## src/rtl/uart_command_serializer.sv

```systemverilog
// uart_command_serializer
// Latches a packed command buffer and its byte count, then streams the bytes
// to a UART TX shifter over a valid/ready handshake. The link terminator is
// appended after the payload: 0x0D on the BLE side, or 0xBE,0xEF on the host side.
// A stalled handshake is aborted after TIMEOUT consecutive stalled cycles.
module uart_command_serializer #(
  parameter int TIMEOUT   = 2000,
  parameter int MAX_BYTES = 128
) (
  input  logic          clk,
  input  logic          reset,
  input  logic          start,
  input  logic [1023:0] cmd_data,
  input  logic [7:0]    cmd_size,
  input  logic          ble_side,
  output logic [7:0]    tx_data,
  output logic          tx_valid,
  input  logic          tx_ready,
  output logic          done,
  output logic          error
);

  localparam int TW = $clog2(TIMEOUT + 1);

  typedef enum logic [2:0] {
    IDLE   = 3'd0,
    SEND   = 3'd1,
    TERM0  = 3'd2,
    TERM1  = 3'd3,
    FINISH = 3'd4
  } state_t;

  state_t          state_reg, state_next;
  logic [7:0]      index_reg, index_next;
  logic [TW-1:0]   timer_reg, timer_next;
  logic            error_reg, error_next;
  logic [1023:0]   buf_reg;
  logic [7:0]      size_reg;
  logic            ble_reg;
  logic            load;
  logic [7:0]      buf_bytes [128];
  logic [7:0]      cur_byte;

  // Split the latched buffer into addressable bytes.
  generate
    for (genvar gi = 0; gi < 128; gi++) begin : g_bytes
      assign buf_bytes[gi] = buf_reg[8*gi +: 8];
    end
  endgenerate

  // Index never exceeds 127 while in SEND, so the low 7 bits address the byte.
  assign cur_byte = buf_bytes[index_reg[6:0]];
  assign error    = error_reg;

  // State, counters and sticky error flag.
  always_ff @(posedge clk or posedge reset) begin
    if (reset) begin
      state_reg <= IDLE;
      index_reg <= 8'd0;
      timer_reg <= '0;
      error_reg <= 1'b0;
    end else begin
      state_reg <= state_next;
      index_reg <= index_next;
      timer_reg <= timer_next;
      error_reg <= error_next;
    end
  end

  // Command latch; only written when a valid start is accepted.
  always_ff @(posedge clk or posedge reset) begin
    if (reset) begin
      buf_reg  <= '0;
      size_reg <= 8'd0;
      ble_reg  <= 1'b0;
    end else if (load) begin
      buf_reg  <= cmd_data;
      size_reg <= cmd_size;
      ble_reg  <= ble_side;
    end
  end

  // Next-state logic, handshake outputs and stall timeout.
  always_comb begin
    state_next = state_reg;
    index_next = index_reg;
    timer_next = timer_reg;
    error_next = error_reg;
    load       = 1'b0;
    tx_valid   = 1'b0;
    tx_data    = 8'h00;
    done       = 1'b0;

    case (state_reg)
      IDLE: begin
        done       = 1'b1;
        timer_next = '0;
        if (start) begin
          if (cmd_size == 8'd0 || cmd_size > 8'(MAX_BYTES)) begin
            error_next = 1'b1;
          end else begin
            load       = 1'b1;
            error_next = 1'b0;
            index_next = 8'd0;
            state_next = SEND;
          end
        end
      end
      SEND: begin
        tx_valid = 1'b1;
        tx_data  = cur_byte;
        if (tx_ready) begin
          index_next = index_reg + 8'd1;
          if (index_reg + 8'd1 == size_reg) state_next = TERM0;
        end
      end
      TERM0: begin
        tx_valid = 1'b1;
        tx_data  = ble_reg ? 8'h0D : 8'hBE;
        if (tx_ready) state_next = ble_reg ? FINISH : TERM1;
      end
      TERM1: begin
        tx_valid = 1'b1;
        tx_data  = 8'hEF;
        if (tx_ready) state_next = FINISH;
      end
      FINISH: begin
        state_next = IDLE;
      end
      default: begin
        state_next = IDLE;
      end
    endcase

    // Any transfer restarts the stall timer; a long stall abandons the command.
    if (tx_valid) begin
      if (tx_ready) begin
        timer_next = '0;
      end else if (timer_reg == TW'(TIMEOUT - 1)) begin
        timer_next = '0;
        state_next = IDLE;
        error_next = 1'b1;
      end else begin
        timer_next = timer_reg + 1'b1;
      end
    end
  end

endmodule

```

## config.mk

```make
export PLATFORM = sky130hd
export DESIGN_NAME = uart_command_serializer
export DESIGN_NICKNAME = d
export VERILOG_FILES = /design/src/rtl/uart_command_serializer.sv
export SDC_FILE = /design/constraint.sdc
export NUM_CORES = 2
export LEC_CHECK = 0
export CELL_PAD_IN_SITES_DETAIL_PLACEMENT = 1
export CELL_PAD_IN_SITES_GLOBAL_PLACEMENT = 1
export CORE_AREA = 2 2 405 407
export CTS_CLUSTER_SIZE = 14
export DETAILED_ROUTE_END_ITERATION = 10
export DIE_AREA = 0 0 407 409
export PLACE_DENSITY = 0.7
export SETUP_SLACK_MARGIN = 0.15
export SLEW_MARGIN = 20
export SYNTH_ARGS = -nofsm -noshare
export SYNTH_HDL_FRONTEND = slang
export SYNTH_SLANG_ARGS = --single-unit
```

## constraint.sdc

```tcl
create_clock -name clk -period 52.3 [get_ports clk]
set_input_delay 10.46 -clock clk [delete_from_list [all_inputs] [get_ports clk]]
set_output_delay 10.46 -clock clk [all_outputs]
set_load 0.01 [all_outputs]
```

# --- Yosys cells after proc, flatten, opt, wreduce, memory -nomap -nowiden ---
# Cells that the tools add are included.
word_totals:
  reg_bits: 1056
  input_bits: 1037
  wordCells: 62
op_classes:
  mux: 35
  n_eq_ne: 8
  n_addsub: 2
  magnitude_cmp: 2
  reduce_logical: 7
  bitwise: 1
ops:
  columns: ["op", "n"]
  rows:
  - ["8-bit binary-select mux with 7-bit select", 1]
  - ["8-bit two-way mux", 6]
  - ["11-bit two-way mux", 4]
  - ["3-bit two-way mux", 10]
  - ["8-bit case mux with 3 select lines", 1]
  - ["8-bit case mux with 2 select lines", 1]
  - ["3-bit case mux with 4 select lines", 1]
  - ["11-bit by 1-bit adder with 11-bit output (second input constant)", 1]
  - ["11-bit == test (second input constant)", 1]
  - ["1-bit two-way mux", 11]
  - ["8-bit by 1-bit adder with 8-bit output (second input constant)", 1]
  - ["8-bit == test", 1]
  - ["8-bit greater-or-equal comparator (second input constant)", 1]
  - ["8-bit > comparator (second input constant)", 1]
  - ["8-bit logical NOT", 1]
  - ["7-bit NOT with 8-bit output", 1]
  - ["3-bit by 2-bit == test with 1-bit output (second input constant)", 2]
  - ["2-bit != test (second input constant)", 3]
  - ["4-bit AND reduction", 1]
  - ["2-bit nonzero test", 2]
  - ["3-bit by 1-bit == test with 1-bit output (second input constant)", 1]
  - ["3-bit logical NOT", 1]
  - ["3-bit OR reduction", 1]
  - ["1-bit logical OR", 1]

# --- Depth between registers and ports, before layout ---
logic_depth:
  ltp_word: 8
  mapped_depth: 10
  mapped_depth_nobuf: 7

# --- Worst setup path after synthesis ---
# Ideal clock, no wire load.
synth_path:
  kind: "register to output"
  start: "register index_reg[0]"
  end: "output tx_data[2]"
  slack_ps: 39559
  t_arrival_ps: 2281
  path_stages_with_launch: 10
  n_path_buf: 3
  required_time_ps: 41840
  cell_sequence: "dfrtp_1 buf_4 buf_6 buf_6 mux4_2 mux2_2 o22ai_1 a21oi_1 a2111oi_2 o21ai_1"
synth_between:
  elab_chain_len: 5
synth_rtl:
  columns: ["element", "line_no", "text"]
  rows:
  - ["start, declared", "34", "logic [7:0] index_reg, index_next;"]
  - ["start signal, assigned", "64", "index_reg <= index_next;"]
  - ["7-bit NOT with 8-bit output (not written as such)", "52", "assign cur_byte = buf_bytes[index_reg[6:0]];"]
  - ["8-bit binary-select mux with 7-bit select", "52", null]
  - ["8-bit two-way mux (not written as such) (2 in series)", "52", null]
  - ["8-bit case mux with 3 select lines", "94", "case (state_reg)"]
  - ["end, declared", "16", "output logic [7:0] tx_data,"]
# Every way passes these cells. The select of a mux whose other input is x is not followed.

# --- Worst setup path in the final report ---
layout_path:
  start: "register index_reg[1]"
  end: "output tx_data[5]"
# Same word-level chain as after synthesis.

==> tab_implementation.tex <==
\begin{tabular}{lr}
\hline
Metric & Value \\
\hline
\multicolumn{2}{l}{\textbf{Hold path}} \\
\quad Hold path cells & 1 \\
\quad Critical hold path startpoint & buf\_reg[353] \\
\quad Class of the most critical hold timing path & flop to flop \\
\quad End point of the worst hold path & buf\_reg[353] \\
\multicolumn{2}{l}{\textbf{Setup path}} \\
\quad Capture point of the worst reg-to-reg path & buf\_reg[27] \\
\quad Data arrival at the endpoint of the critical path & between 5 and 6 ns \\
\quad Origin of the critical flop-to-flop path & state\_reg[2] \\
\quad Critical Path Sink Type & output pin \\
\quad Required time of the critical path & about 42 ns \\
\quad Element type at the critical path start & flop \\
\quad Buffers \& Inverters on Critical Path & 4 \\
\quad Setup CP Type & flop to output pin \\
\quad List of cells traversed by the critical path & buf\_4, buf\_4, mux4\_2, o22ai\_1, o41ai\_1, o21ai\_0, o31ai\_1, buf\_4, clkdlybuf4s50\_1 \\
\quad R2r setup slk & around 46 ns \\
\quad Max FO, Critical Path & 57 \\
\quad Max incr delay on CP & between 0.8 and 0.9 ns \\
\quad Standard cell with the maximum stage delay on the critical path & sky130\_fd\_sc\_hd\_\_buf\_4 \\
\quad Logic depth of the worst register-to-register path & 8 \\
\quad Most Frequent Cell on Critical Path & sky130\_fd\_sc\_hd\_\_buf\_4 \\
\quad Family with the most delay on the worst path & buffers and inverters \\
\multicolumn{2}{l}{\textbf{Placed design}} \\
\quad Detailed Place HPWL & between 100 and 150 mm \\
\quad Count of buffers from port buffering & between 1000 and 1500 \\
\quad Worst slack after detailed placement & between 30 and 40 ns \\
\quad Gpl congestion & around 0.86 \\
\multicolumn{2}{l}{\textbf{Cells and area}} \\
\quad Flip-flop count of the largest register after layout & between 1000 and 1500 \\
\quad Final core area utilization & 39.7\% \\
\quad Nets & 4972 \\
\quad Layout fillers & $\sim$16000 \\
\quad Area delta synth->final & 35.3\% \\
\quad Share of layout cells above drive strength 1 & about two fifths \\
\multicolumn{2}{l}{\textbf{CTS}} \\
\quad H-tree depth & 3 \\
\quad Number of buffers between clock root and the deepest sink & 3 \\
\quad Number of clock buffers inserted by TritonCTS & 119 \\
\quad Number of sinks driven by the clock tree & approximately 1100 \\
\quad Number of post-CTS setup repair buffers & 0 \\
\quad Number of gates resized after CTS & 0 \\
\quad Clock latency at the later pin of the worst-skew pair & approximately 0.75 ns \\
\quad CTS tree & yes \\
\quad Number of hold buffers added after cts & 0 \\
\quad Root buffer selected by CTS & sky130\_fd\_sc\_hd\_\_clkbuf\_16 \\
\quad Clock input transition at the sequential cells of the worst setup and hold paths & $\sim$0.060 ns \\
\multicolumn{2}{l}{\textbf{Power}} \\
\quad Reported leakage power & roughly 25 nW \\
\quad Sequential power share & about two fifths \\
\quad Relative contribution of the clock network to total power & $\sim$23\% \\
\quad Net load switching power & around 0.0012 W \\
\quad Portion of total power attributed to combinational logic & approximately 37\% \\
\quad Internal power & around 0.0025 W \\
\quad VDD IR max & between 0.00003 and 0.00004 V \\
\quad Pwr per Cell Area & roughly 58 nW/um\^{}2 \\
\quad Switching Fraction & 32.7\% \\
\multicolumn{2}{l}{\textbf{Floorplan}} \\
\quad Total die area & around 170000 sq um \\
\quad Chip width & around 410 microns \\
\quad Y dimension of the die & between 400 and 500 microns \\
\quad Initial Utilization & about 29\% \\
\quad Area of the placeable core & approximately 160000 sq um \\
\quad Row Count & 148 \\
\quad I/O Pins & between 1000 and 1500 \\
\multicolumn{2}{l}{\textbf{Route}} \\
\quad DR iter-0 viols & about 2000 \\
\quad Detail Route Antenna Nets & 0 \\
\quad Number of vias per cell after detailed routing & around 5 \\
\quad First-pass iteration count of the detailed router & 5 \\
\quad Routed vias & 31148 \\
\quad Per-cell routed wire length & between 30 and 40 microns \\
\quad Count of unresolved DRC violations after routing & 0 \\
\quad Final wirelength & 192 mm \\
\multicolumn{2}{l}{\textbf{STA}} \\
\quad Unrepaired setup endpoints after global routing & no \\
\quad Headroom to the max-slew limit & approximately 18\% \\
\quad Worst-margin pin slew & between 1 and 1.5 ns \\
\quad Hold violation total from the final report & 0 \\
\quad Fin Clk Skew & 0.0335 ns \\
\quad Timing-limited maximum frequency & just over 60 MHz \\
\quad Final Critical Period & 16.26 ns \\
\quad Final setup violation count & 0 \\
\quad Minimum setup slack in the final design & roughly 36 ns \\
\quad Final clock period utilization by the worst path & 31.1\% \\
\quad Sum of negative setup slack & 0 ns \\
\quad Max Transition Viols Final & 0 \\
\multicolumn{2}{l}{\textbf{GRT}} \\
\quad Maximum number of pins on one net before global-route repair & 187 \\
\quad Number of antenna violations at the first check in global routing & 95 \\
\quad Number of global-route vias before repair & between 30000 and 40000 \\
\quad First-pass GRT wire length & $\sim$270 mm \\
\quad Remaining Overflow, GRT & 0 \\
\quad Overall global routing resource usage & a little under a quarter \\
\multicolumn{2}{l}{\textbf{Synthesis}} \\
\quad Syn Std Cell Area & between 40000 and 50000 sq um \\
\quad Syn Area/Cell & 16.3 sq um \\
\quad Flip-flop and latch count after synthesis & $\sim$1100 \\
\quad Async set-or-reset flop fraction in the synthesized netlist & 100\% \\
\quad Library cell occupying the most area in the post-synthesis netlist & sky130\_fd\_sc\_hd\_\_dfrtp\_1 \\
\quad Net count of the mapped netlist & $\sim$4000 \\
\quad Synthesized instance count & between 2000 and 3000 \\
\quad Synth unique cells & 55 \\
\quad EDFF count, synth & 0 \\
\quad Top area cells in the synthesized netlist & sky130\_fd\_sc\_hd\_\_dfrtp\_1 (56\%), sky130\_fd\_sc\_hd\_\_mux2\_2 (24\%), sky130\_fd\_sc\_hd\_\_mux4\_2 (12\%) \\
\quad Sequential area share after synthesis & a little under three fifths \\
\quad Prevailing post-synth register cell & sky130\_fd\_sc\_hd\_\_dfrtp\_1 \\
\quad Warning count from the yosys run & 0 \\
\quad Post-synth top area share & 55.6\% \\
\multicolumn{2}{l}{\textbf{Job}} \\
\quad Max-cap violations & 0 \\
\multicolumn{2}{l}{\textbf{Outcome}} \\
\quad Result of the run & finished, final reports clean \\
\hline
\end{tabular}
## worst max path at each step
stage / startpoint / end / slack [ns] / depth (start not counted)
after floorplan: reset / ble_reg / 12.12 / 1
after global placement: cmd_size[2] / buf_reg[11] / 35.86 / 10
after detailed placement: cmd_size[2] / buf_reg[27] / 35.83 / 10
after CTS: index_reg[1] / tx_data[5] / 35.88 / 9
after global routing: index_reg[1] / tx_data[5] / 35.76 / 9
final: index_reg[1] / tx_data[5] / 36.04 / 9
## layer usage
metal	wire length, microns	track usage (%)	part of all wire, %
met1	79000	29.0	41
met2	95400	38.0	50
met3	11900	5.64	6.2
met4	5570	7.44	2.9
met5	410	0	0.21
## Yosys cell counts, types with 3 or more instances
cell	count
sky130_fd_sc_hd__nor4_1	19
sky130_fd_sc_hd__inv_1	6
sky130_fd_sc_hd__xnor2_1	11
sky130_fd_sc_hd__a21oi_1	7
sky130_fd_sc_hd__o41ai_1	6
sky130_fd_sc_hd__clkinv_1	3
sky130_fd_sc_hd__nand3b_1	3
sky130_fd_sc_hd__mux2i_1	20
sky130_fd_sc_hd__nand3_1	13
sky130_fd_sc_hd__a221o_1	3
sky130_fd_sc_hd__mux4_2	259
sky130_fd_sc_hd__a22o_1	3
sky130_fd_sc_hd__nand2b_1	5
sky130_fd_sc_hd__o2111ai_1	5
sky130_fd_sc_hd__clkbuf_1	43
sky130_fd_sc_hd__buf_6	19
sky130_fd_sc_hd__o31ai_1	9
sky130_fd_sc_hd__dfrtp_1	1056
sky130_fd_sc_hd__nor2b_1	5
sky130_fd_sc_hd__o22ai_1	99
sky130_fd_sc_hd__buf_4	22
sky130_fd_sc_hd__nor2_1	35
sky130_fd_sc_hd__xor2_1	6
sky130_fd_sc_hd__mux2_2	1003
sky130_fd_sc_hd__nor3_1	5
sky130_fd_sc_hd__buf_2	120
sky130_fd_sc_hd__o21ai_0	24
sky130_fd_sc_hd__and3_1	3
sky130_fd_sc_hd__mux2_4	36
sky130_fd_sc_hd__o221ai_1	3
sky130_fd_sc_hd__and2_1	6
sky130_fd_sc_hd__nand2_1	29
## power groups by stage
| stage | clock, W | combinational [W] | sequential, W |
|---|---|---|---|
| floorplan | 0 | 0.000969 | 0.00138 |
| CTS | 0.000891 | 0.00142 | 0.00149 |
| global placement | 0 | 0.00138 | 0.00147 |
| detailed placement | 0 | 0.00141 | 0.00150 |
| finish | 0.000869 | 0.00139 | 0.00148 |
| global route | 0.000924 | 0.00148 | 0.00154 |
## metrics by stage
stage / hold WS, ns / power [W] / cells / instance area, sq um
floorplan: 0.470 / 0.00234 / 2918 / 47500
global placement: 0.484 / 0.00285 / 5987 / 60100
detailed placement: 0.491 / 0.00291 / 5987 / 60100
CTS: 0.503 / 0.00380 / 6208 / 64100
global route: 0.516 / 0.00394 / 6246 / 64200
finish: 0.501 / 0.00374 / 6259 / 64300
## placed cells by master (no fill, tap or decap), types with 4 or more instances in the layout
master / n
sky130_fd_sc_hd__clkinvlp_4: 5
sky130_fd_sc_hd__o41ai_1: 6
sky130_fd_sc_hd__nand2_1: 27
sky130_fd_sc_hd__diode_2: 51
sky130_fd_sc_hd__clkbuf_16: 120
sky130_fd_sc_hd__mux2_4: 36
sky130_fd_sc_hd__nor3_1: 5
sky130_fd_sc_hd__clkbuf_1: 24
sky130_fd_sc_hd__bufinv_16: 9
sky130_fd_sc_hd__xnor2_1: 11
sky130_fd_sc_hd__o2111ai_1: 5
sky130_fd_sc_hd__nand3_1: 12
sky130_fd_sc_hd__nor4_1: 18
sky130_fd_sc_hd__and2_1: 5
sky130_fd_sc_hd__inv_6: 4
sky130_fd_sc_hd__buf_12: 6
sky130_fd_sc_hd__nand2b_1: 5
sky130_fd_sc_hd__a21oi_1: 7
sky130_fd_sc_hd__inv_1: 4
sky130_fd_sc_hd__o21ai_0: 24
sky130_fd_sc_hd__xor2_1: 6
sky130_fd_sc_hd__clkbuf_8: 26
sky130_fd_sc_hd__mux2_2: 1003
sky130_fd_sc_hd__mux2i_1: 20
sky130_fd_sc_hd__buf_4: 44
sky130_fd_sc_hd__nor2_1: 35
sky130_fd_sc_hd__clkinv_2: 26
sky130_fd_sc_hd__nor2b_1: 5
sky130_fd_sc_hd__dfrtp_1: 1052
sky130_fd_sc_hd__clkdlybuf4s50_1: 1047
sky130_fd_sc_hd__o31ai_1: 9
sky130_fd_sc_hd__o22ai_1: 99
sky130_fd_sc_hd__mux4_2: 259
## logic make-up after synthesis
| group | synth area share, % |
|---|---|
| AO/OA/AOI/OAI | 2.42 |
| adder cells (fa/ha/maj) | 0.0527 |
| flip-flops | 55.6 |
| multiplexers | 37.6 |
| buffers and inverters | 2.48 |
| XOR/XNOR | 0.313 |
| AND/OR/NAND/NOR | 1.49 |
## layout make-up
type	instances	area, sq um	share of cell area [%]
Tap cell	2175	2720	4.23
Antenna cell	51	128	0.199
Clock buffer	170	3450	5.37
Timing Repair Buffer	1099	11000	17.0
Inverter	9	41.3	0.0642
Sequential cell	1056	26400	41.1
Multi-Input combinational cell	1648	19900	31.0
Clock inverter	51	617	0.960
No activity file was read; power rests on OpenSTA's default activity.
